`src/rtl/ppm_frame_ctrl.sv`:
```
// rtl/ppm_frame_ctrl.sv - PPM receive frame controller with abort-rewind byte FIFO
module ppm_frame_ctrl #(
  parameter int DEPTH   = 16,
  parameter int MAX_LEN = 64,
  parameter int TIMEOUT = 4096
) (
  input  logic       clk,
  input  logic       rst_n,
  input  logic [7:0] Dout,
  input  logic       D_en,
  input  logic       F_en,
  output logic [7:0] m_data,
  output logic       m_valid,
  output logic       m_last,
  input  logic       m_ready,
  output logic       frame_done,
  output logic [7:0] frame_len,
  output logic       frame_err,
  output logic [1:0] err_code,
  output logic       busy
);

  localparam int AW = $clog2(DEPTH);
  localparam int PW = AW + 1;
  localparam int TW = $clog2(TIMEOUT) + 1;

  typedef enum logic [1:0] {IDLE, RECV, ABORT} state_t;

  state_t          state_q, state_d;
  logic            f_en_d_q;
  logic [PW-1:0]   wr_ptr_q, wr_ptr_d, rd_ptr_q, rd_ptr_d, sof_ptr_q, sof_ptr_d;
  logic [7:0]      pend_q, pend_d;
  logic            pend_vld_q, pend_vld_d;
  logic [7:0]      byte_cnt_q, byte_cnt_d;
  logic [TW-1:0]   tmo_cnt_q, tmo_cnt_d;
  logic            rd_in_frame_q, rd_in_frame_d;
  logic            frame_done_q, frame_done_d, frame_err_q, frame_err_d;
  logic [7:0]      frame_len_q, frame_len_d;
  logic [1:0]      err_code_q, err_code_d;
  logic [8:0]      mem_q [DEPTH];

  logic            rise, fall, empty, pop, dcap, in_frame_now;
  logic            ovf_err, len_err, tmo_err, empty_err, wr_en0, wr_en1;
  logic [1:0]      npush;
  logic [PW-1:0]   count, free;
  logic [8:0]      head, e0, e1;
  logic [AW-1:0]   wa0, wa1;

  assign rise    = F_en & ~f_en_d_q;
  assign fall    = ~F_en & f_en_d_q;
  assign empty   = (wr_ptr_q == rd_ptr_q);
  assign m_valid = ~empty;
  assign pop     = m_valid & m_ready;
  assign head    = mem_q[rd_ptr_q[AW-1:0]];
  assign m_data  = m_valid ? head[7:0] : 8'd0;
  assign m_last  = m_valid & head[8];
  assign count   = wr_ptr_q - rd_ptr_q;
  assign free    = PW'(DEPTH) - count + PW'(pop);
  assign dcap    = (state_q == RECV) & D_en;

  // Byte and EOF together with a held byte means two entries land in one cycle.
  assign npush = {1'b0, pend_vld_q & (dcap | fall)} + {1'b0, fall & dcap};
  assign e0    = {fall & ~(pend_vld_q & dcap), pend_vld_q ? pend_q : Dout};
  assign e1    = {1'b1, Dout};
  assign wa0   = wr_ptr_q[AW-1:0];
  assign wa1   = wa0 + AW'(1);

  assign ovf_err   = (PW'(npush) > free);
  assign len_err   = dcap & (byte_cnt_q == 8'(MAX_LEN));
  assign tmo_err   = ~dcap & ~fall & (tmo_cnt_q == TW'(TIMEOUT - 1));
  assign empty_err = fall & ~dcap & ~pend_vld_q;
  assign in_frame_now = rd_in_frame_q | (pop & (rd_ptr_q == sof_ptr_q));

  always_comb begin
    state_d       = state_q;
    wr_ptr_d      = wr_ptr_q;
    rd_ptr_d      = rd_ptr_q + PW'(pop);
    sof_ptr_d     = sof_ptr_q;
    pend_d        = pend_q;
    pend_vld_d    = pend_vld_q;
    byte_cnt_d    = byte_cnt_q;
    tmo_cnt_d     = tmo_cnt_q;
    rd_in_frame_d = rd_in_frame_q;
    frame_done_d  = 1'b0;
    frame_err_d   = 1'b0;
    frame_len_d   = frame_len_q;
    err_code_d    = err_code_q;
    wr_en0        = 1'b0;
    wr_en1        = 1'b0;
    case (state_q)
      IDLE: begin
        if (rise) begin
          state_d       = RECV;
          sof_ptr_d     = wr_ptr_q;
          byte_cnt_d    = 8'd0;
          tmo_cnt_d     = '0;
          pend_vld_d    = 1'b0;
          rd_in_frame_d = 1'b0;
        end
      end
      RECV: begin
        rd_in_frame_d = in_frame_now;
        if (ovf_err | len_err | tmo_err | empty_err) begin
          frame_err_d = 1'b1;
          err_code_d  = ovf_err ? 2'd1 : len_err ? 2'd2 : tmo_err ? 2'd3 : 2'd0;
          // Once the reader has eaten into this frame, rd_ptr is the oldest byte left.
          wr_ptr_d    = in_frame_now ? rd_ptr_d : sof_ptr_q;
          pend_vld_d  = 1'b0;
          state_d     = empty_err ? IDLE : ABORT;
        end else begin
          wr_en0   = (npush != 2'd0);
          wr_en1   = (npush == 2'd2);
          wr_ptr_d = wr_ptr_q + PW'(npush);
          if (dcap) begin
            pend_d     = Dout;
            pend_vld_d = 1'b1;
            byte_cnt_d = byte_cnt_q + 8'd1;
            tmo_cnt_d  = '0;
          end else begin
            tmo_cnt_d  = tmo_cnt_q + TW'(1);
          end
          if (fall) begin
            frame_done_d = 1'b1;
            frame_len_d  = byte_cnt_q + {7'd0, dcap};
            pend_vld_d   = 1'b0;
            state_d      = IDLE;
          end
        end
      end
      ABORT: begin
        if (!F_en) state_d = IDLE;
      end
      default: state_d = IDLE;
    endcase
  end

  always_ff @(posedge clk) begin
    if (wr_en0) mem_q[wa0] <= e0;
    if (wr_en1) mem_q[wa1] <= e1;
  end

  always_ff @(posedge clk or posedge rst_n) begin
    if (rst_n) begin
      state_q       <= IDLE;
      f_en_d_q      <= 1'b0;
      wr_ptr_q      <= '0;
      rd_ptr_q      <= '0;
      sof_ptr_q     <= '0;
      pend_q        <= 8'd0;
      pend_vld_q    <= 1'b0;
      byte_cnt_q    <= 8'd0;
      tmo_cnt_q     <= '0;
      rd_in_frame_q <= 1'b0;
      frame_done_q  <= 1'b0;
      frame_err_q   <= 1'b0;
      frame_len_q   <= 8'd0;
      err_code_q    <= 2'd0;
    end else begin
      state_q       <= state_d;
      f_en_d_q      <= F_en;
      wr_ptr_q      <= wr_ptr_d;
      rd_ptr_q      <= rd_ptr_d;
      sof_ptr_q     <= sof_ptr_d;
      pend_q        <= pend_d;
      pend_vld_q    <= pend_vld_d;
      byte_cnt_q    <= byte_cnt_d;
      tmo_cnt_q     <= tmo_cnt_d;
      rd_in_frame_q <= rd_in_frame_d;
      frame_done_q  <= frame_done_d;
      frame_err_q   <= frame_err_d;
      frame_len_q   <= frame_len_d;
      err_code_q    <= err_code_d;
    end
  end

  assign frame_done = frame_done_q;
  assign frame_len  = frame_len_q;
  assign frame_err  = frame_err_q;
  assign err_code   = err_code_q;
  assign busy       = (state_q != IDLE);

endmodule

```
`config.mk`:
```
export PLATFORM = sky130hd
export DESIGN_NAME = ppm_frame_ctrl
export DESIGN_NICKNAME = d
export VERILOG_FILES = /design/src/rtl/ppm_frame_ctrl.sv
export SDC_FILE = /design/constraint.sdc
export NUM_CORES = 1
export LEC_CHECK = 0
export ABC_CLOCK_PERIOD_IN_PS = 13150
export CAP_MARGIN = 10
export CORE_MARGIN = 2
export CORE_UTILIZATION = 55
export CTS_CLUSTER_SIZE = 10
export DETAILED_ROUTE_END_ITERATION = 10
export GPL_ROUTABILITY_DRIVEN = 0
export PLACE_DENSITY = 0.73
export SLEW_MARGIN = 20
export SYNTH_ARGS = -nofsm -noshare
export SYNTH_HDL_FRONTEND = slang
export SYNTH_SLANG_ARGS = --single-unit
```
`constraint.sdc`:
```
create_clock -name clk -period 13.15 [get_ports clk]
set_input_delay 2.63 -clock clk [delete_from_list [all_inputs] [get_ports clk]]
set_output_delay 2.63 -clock clk [all_outputs]
set_load 0.1 [all_outputs]
```
# Word level (Yosys, flattened, before mapping)
# Memories as Yosys holds them, arrays and structs flattened.
# Index checks and enable logic that the tools add are counted.
[classes]
add_sub_neg = 10
n_lt_le_gt_ge = 1
eq_ne = 13
n_mux = 40
n_bitwise = 28
reduce_logical = 13
[ops]
columns = ["op", "n"]
rows = [
  ["$mux W8", 5],
  ["$mux W13", 3],
  ["$pmux W13 S2", 1],
  ["$mux W1", 17],
  ["$mux W2", 8],
  ["$pmux W8 S2", 1],
  ["$and A1 B1 Y1", 15],
  ["$reduce_and A3 Y1", 5],
  ["$add A13 B1 Y13 const B", 1],
  ["$eq A13 B12 Y1 const B", 1],
  ["$add A5 B1 Y5", 2],
  ["$eq A5 B5 Y1", 2],
  ["$mux W5", 2],
  ["$add A8 B1 Y8", 1],
  ["$add A8 B1 Y8 const B", 1],
  ["$eq A8 B7 Y1 const B", 1],
  ["$ne A2 B2 Y1 const B", 4],
  ["$not A1 Y1", 8],
  ["$pmux W2 S3", 1],
  ["$reduce_and A2 Y1", 3],
  ["$reduce_bool A2 Y1", 3],
  ["$add A5 B2 Y5", 1],
  ["$gt A2 B5 Y1", 1],
  ["$or A1 B1 Y1", 5],
  ["other kinds (11)", 13],
]
[word_totals]
register_bits = 61
ramBits = 144
in_bits = 13
out_inout_bits = 23
memories = 1
[mem_list]
columns = ["memory", "depth", "width", "rd", "rd_ports_with_merged_regs", "wr", "line", "source"]
rows = [
  ["mem_q", 16, 9, 1, 0, 2, "40", "logic [8:0] mem_q [DEPTH];"],
]

# Logic depth before layout (Yosys ltp)
[depth]
word_depth = 13
depth_mapped = 20

# Least setup slack after synthesis
# Ideal clock, no wire load.
[synth_timing]
kind = "in2reg"
from = "input port m_ready"
to = "memory mem_q[1][0] (enable)"
setup_time_ps = 374
arrival_time_ps = 5468
slack_ps = 7308
cell_stages = 14
path_cell_list = "nor2b_1 -> inv_1 -> ha_1 -> inv_1 -> ha_1 -> fa_1 -> inv_1 -> ha_1 -> a21o_1 -> o211a_1 -> nand2_2 -> buf_2 -> nand3_2 -> nor2_1"
[synth_lines]
columns = ["element", "line", "source"]
rows = [
  ["from (decl)", "15", "input logic m_ready,"],
  ["to (decl)", "40", ""],
]

==> flow_summary_export.csv <==
group,metric,value,unit
final_layout,nets,883,
power_and_ir_drop,peakVddDrop,0.192,mV
sta,drv_slew,0,
drt,drc,0,
setup_path,startpoint_type,"input port",
floorplanning,core_area,18100,um2
setup_path,arrival,6.89,ns
floorplanning,num_rows,49,
yosys,synth_warnings,0,
drt,wl_per_cell,24.8,um
drt,postRouteAntennaNets,0,
sta,setup_viol,0,
sta,relSlewSlack,33.5,%
setup_path,rrSetupSlack,7.21,ns
setup_path,reg2regPathDepth,18,
yosys,syn_nets,865,
final_layout,layout-drive-gt1-share,13.2,%
floorplanning,ios,36,
floorplanning,start_util,56.5,%
final_layout,fillers,1378,
placement,portBuffers,35,
cts,ctsResizeCount,0,
drt,via_per_inst,6.60,
sta,finalSetupTns,0,ns
power_and_ir_drop,powerDensity,247,nW/um2
cts,cts_made_buffers,24,
sta,fin_crit_sh,51.4,%
yosys,synthCells,828,
cts,ctsHoldBuffers,0,
cts,cts_tree,"yes",
yosys,synth_cell_types,64,
placement,place_ws,5.91,ns
global_route,grt_antenna_before_repair,0,
cts,clkLatencyLatePin,0.50,ns
sta,finalClockSkew,0.00904,ns
yosys,syn_area,10200,um2
sta,hold_violations,0,
run,drv_cap,0,
drt,wirelength,27.1,mm
yosys,synth_area_leaders,"edfxtp_1 (38%), dfrtp_1 (15%), mux4_2 (9.9%)",
power_and_ir_drop,power_leakage,3.98,nW
setup_path,cp.required,13.28,ns
global_route,overflow,0,
cts,cts_sinks,205,
final_layout,seq_area,5690,um2
power_and_ir_drop,seqPwrFrac,31.8,%
setup_path,r2r_start,"wr_ptr_q[1]",
sta,setup_slack,6.39,ns
floorplanning,die_h,141,um
min_path,min_from,"mem_q[15][8]",
floorplanning,dieArea,19700,um2
setup_path,criticalPathCategory,"input port to flop",
yosys,avgSynthCellArea,12.4,um2
cts,clk_pin_slew,0.05,ns
power_and_ir_drop,clkPwrFrac,21.4,%
min_path,whs_path_depth,1,
min_path,min_path_type,"flop to flop",
global_route,grt_start_max_net_pins,62,
floorplanning,fp.dieW,141,um
yosys,yosysMostFrequentCell,"nor2_1",
drt,drtPass1Iterations,6,
cts,cts-root-buf,"clkbuf_16",
power_and_ir_drop,power,0.00281,W
drt,drt_iter0_markers,843,
final_layout,multiInputGateArea,4260,um2
global_route,met1_usage,37.1,%
final_layout,antennaDiodeCount,0,
power_and_ir_drop,power.share.switching,44.5,%
yosys,synth-edff-count,128,
cts,cts_setup_buffers,0,
sta,rsz0062_at_grt,"no",
yosys,synthArstFlopShare,29.8,%
global_route,gr-usage-met2,47.9,%
final_layout,final_cell_area,11400,um2
sta,fmax,148,MHz
yosys,yosysSeqAreaShare,55.5,%
global_route,grt_pass1_wl,41.8,mm
final_layout,syn_to_final_growth,11.3,%
global_route,grt_use_met3,4.65,%
placement,hpwl,19.4,mm
yosys,synth-main-ff-cell,"edfxtp_1",
yosys,ys_seq_elements,205,
run_status,outcome,"finished clean",
cts,h-tree-depth,1,
global_route,grt_usage,28.1,%
yosys,synth_common_cells,"nor2_1 (150), edfxtp_1 (128), dfrtp_1 (61)",
power_and_ir_drop,p_int,0.00156,W
global_route,gr-max-usage-layer,"met2",
drt,routed-via-count,7204,
yosys,yosysTopAreaCell,"edfxtp_1",
global_route,grt_pass1_vias,7109,
min_path,whs_endpoint,"mem_q[15][8]",
sta,layout_min_cycle_time,6.76,ns
setup_path,r2r_end,"mem_q[10][2]",
power_and_ir_drop,combPwrFrac,46.8,%
sta,worst_slew_pin_slew,0.994,ns
cts,clk_path_buf_depth,3,
placement,dpl_cell_area,10700,um2
yosys,synth_top_area_share,37.5,%
setup_path,end_kind,"flop",
power_and_ir_drop,p_sw,0.00125,W
setup_path,path_max_fanout,27,
[per-layer routing]
layer	vias to the layer above	part of all wire (%)
met5	-	0
met4	0	3.4
met3	72	7.9
met2	402	50
met1	3588	39
li1	3142	-
[worst max-delay path by stage]
stage / from / slack (ns) / cells after the start / end
final: m_ready / 6.39 / 14 / mem_q[10][2]
after global routing: m_ready / 6.14 / 14 / mem_q[9][2]
after CTS: m_ready / 6.43 / 14 / mem_q[10][2]
after detailed placement: m_ready / 5.91 / 14 / mem_q[10][4]
after global placement: m_ready / 6.13 / 14 / mem_q[14][0]
after floorplan: m_ready / 7.31 / 14 / mem_q[1][0]
[critical path, stage by stage]
cell             delay, ns
clkdlybuf4s50_1       0.45
nor2b_1               0.23
inv_1                 0.07
ha_1                  0.27
inv_1                 0.04
ha_1                  0.20
fa_1                  0.49
inv_1                 0.04
ha_1                  0.29
a21o_1                0.20
o211a_1               0.17
nand2_2               0.36
nand4_2               0.63
nor2_1                0.81
[sequential cells by signal (all words and copies together), names as in the netlist, 2 cells and up]
| signal | count |
|---|---|
| rd_ptr_q | 5 |
| pend_q | 8 |
| state_q | 2 |
| tmo_cnt_q | 13 |
| sof_ptr_q | 5 |
| byte_cnt_q | 8 |
| frame_len | 8 |
| mem_q | 144 |
| err_code | 2 |
| wr_ptr_q | 5 |
[cell usage in the layout, fill, tap and decap left out, types with 4 or more instances in the layout]
master,Yosys,routed
nor2_1,150,150
edfxtp_1,128,128
dfrtp_1,61,60
nand2_1,46,46
mux4_2,45,45
clkdlybuf4s50_1,0,35
o2bb2ai_1,32,32
a22oi_1,25,25
clkbuf_16,0,25
a21oi_1,25,24
nand3_1,24,24
ha_1,22,22
inv_1,21,20
o21ai_0,20,20
clkbuf_1,11,16
dfxtp_1,16,16
xor2_1,13,13
mux2_2,13,13
a2bb2oi_1,12,12
nor2b_1,11,11
xnor2_1,9,9
nor3_1,9,9
or3_1,8,8
nand2b_1,7,7
and3_1,6,6
nand4_1,6,6
a21o_1,5,5
a31oi_1,5,5
mux2i_1,5,5
buf_4,4,5
nor3_2,4,4
[area by class of cell]
class                           count  share of cell area, %
Timing Repair Buffer               40                   3.40
Multi-Input combinational cell    552                   37.3
Tap cell                          229                   2.51
Sequential cell                   205                   49.9
Inverter                           23                  0.757
Clock buffer                       42                   6.13
[power groups by stage]
| stage | clock network, W | logic [W] | registers, W |
|---|---|---|---|
| after detailed placement | 0 | 0.00131 | 0.000901 |
| after global routing | 0.000633 | 0.00140 | 0.000905 |
| after CTS | 0.000606 | 0.00132 | 0.000890 |
| final | 0.000603 | 0.00132 | 0.000894 |
| after global placement | 0 | 0.00128 | 0.000895 |
| after floorplan | 0 | 0.000950 | 0.000950 |
[cells by family after synthesis]
group	count (synthesis)	share of synthesized area (%)
DFF	205	55.5
adders and majority gates	24	3.08
and+or+nand+nor	292	13.5
AOI/OAI and AO/OA	150	11.1
muxes	64	12.0
buffers and inverters	71	2.98
xor gates and xnor gates	22	1.88
[through the flow]
step                      cells  hold slack, ns  utilization (%)
after floorplan             828           0.446                -
after global placement     1049           0.466             59.0
after detailed placement   1049           0.480             59.0
after CTS                  1091           0.491             62.9
after global routing       1091           0.497             62.9
final                      1091           0.493             62.9
Power figures use the tool's default switching activity.
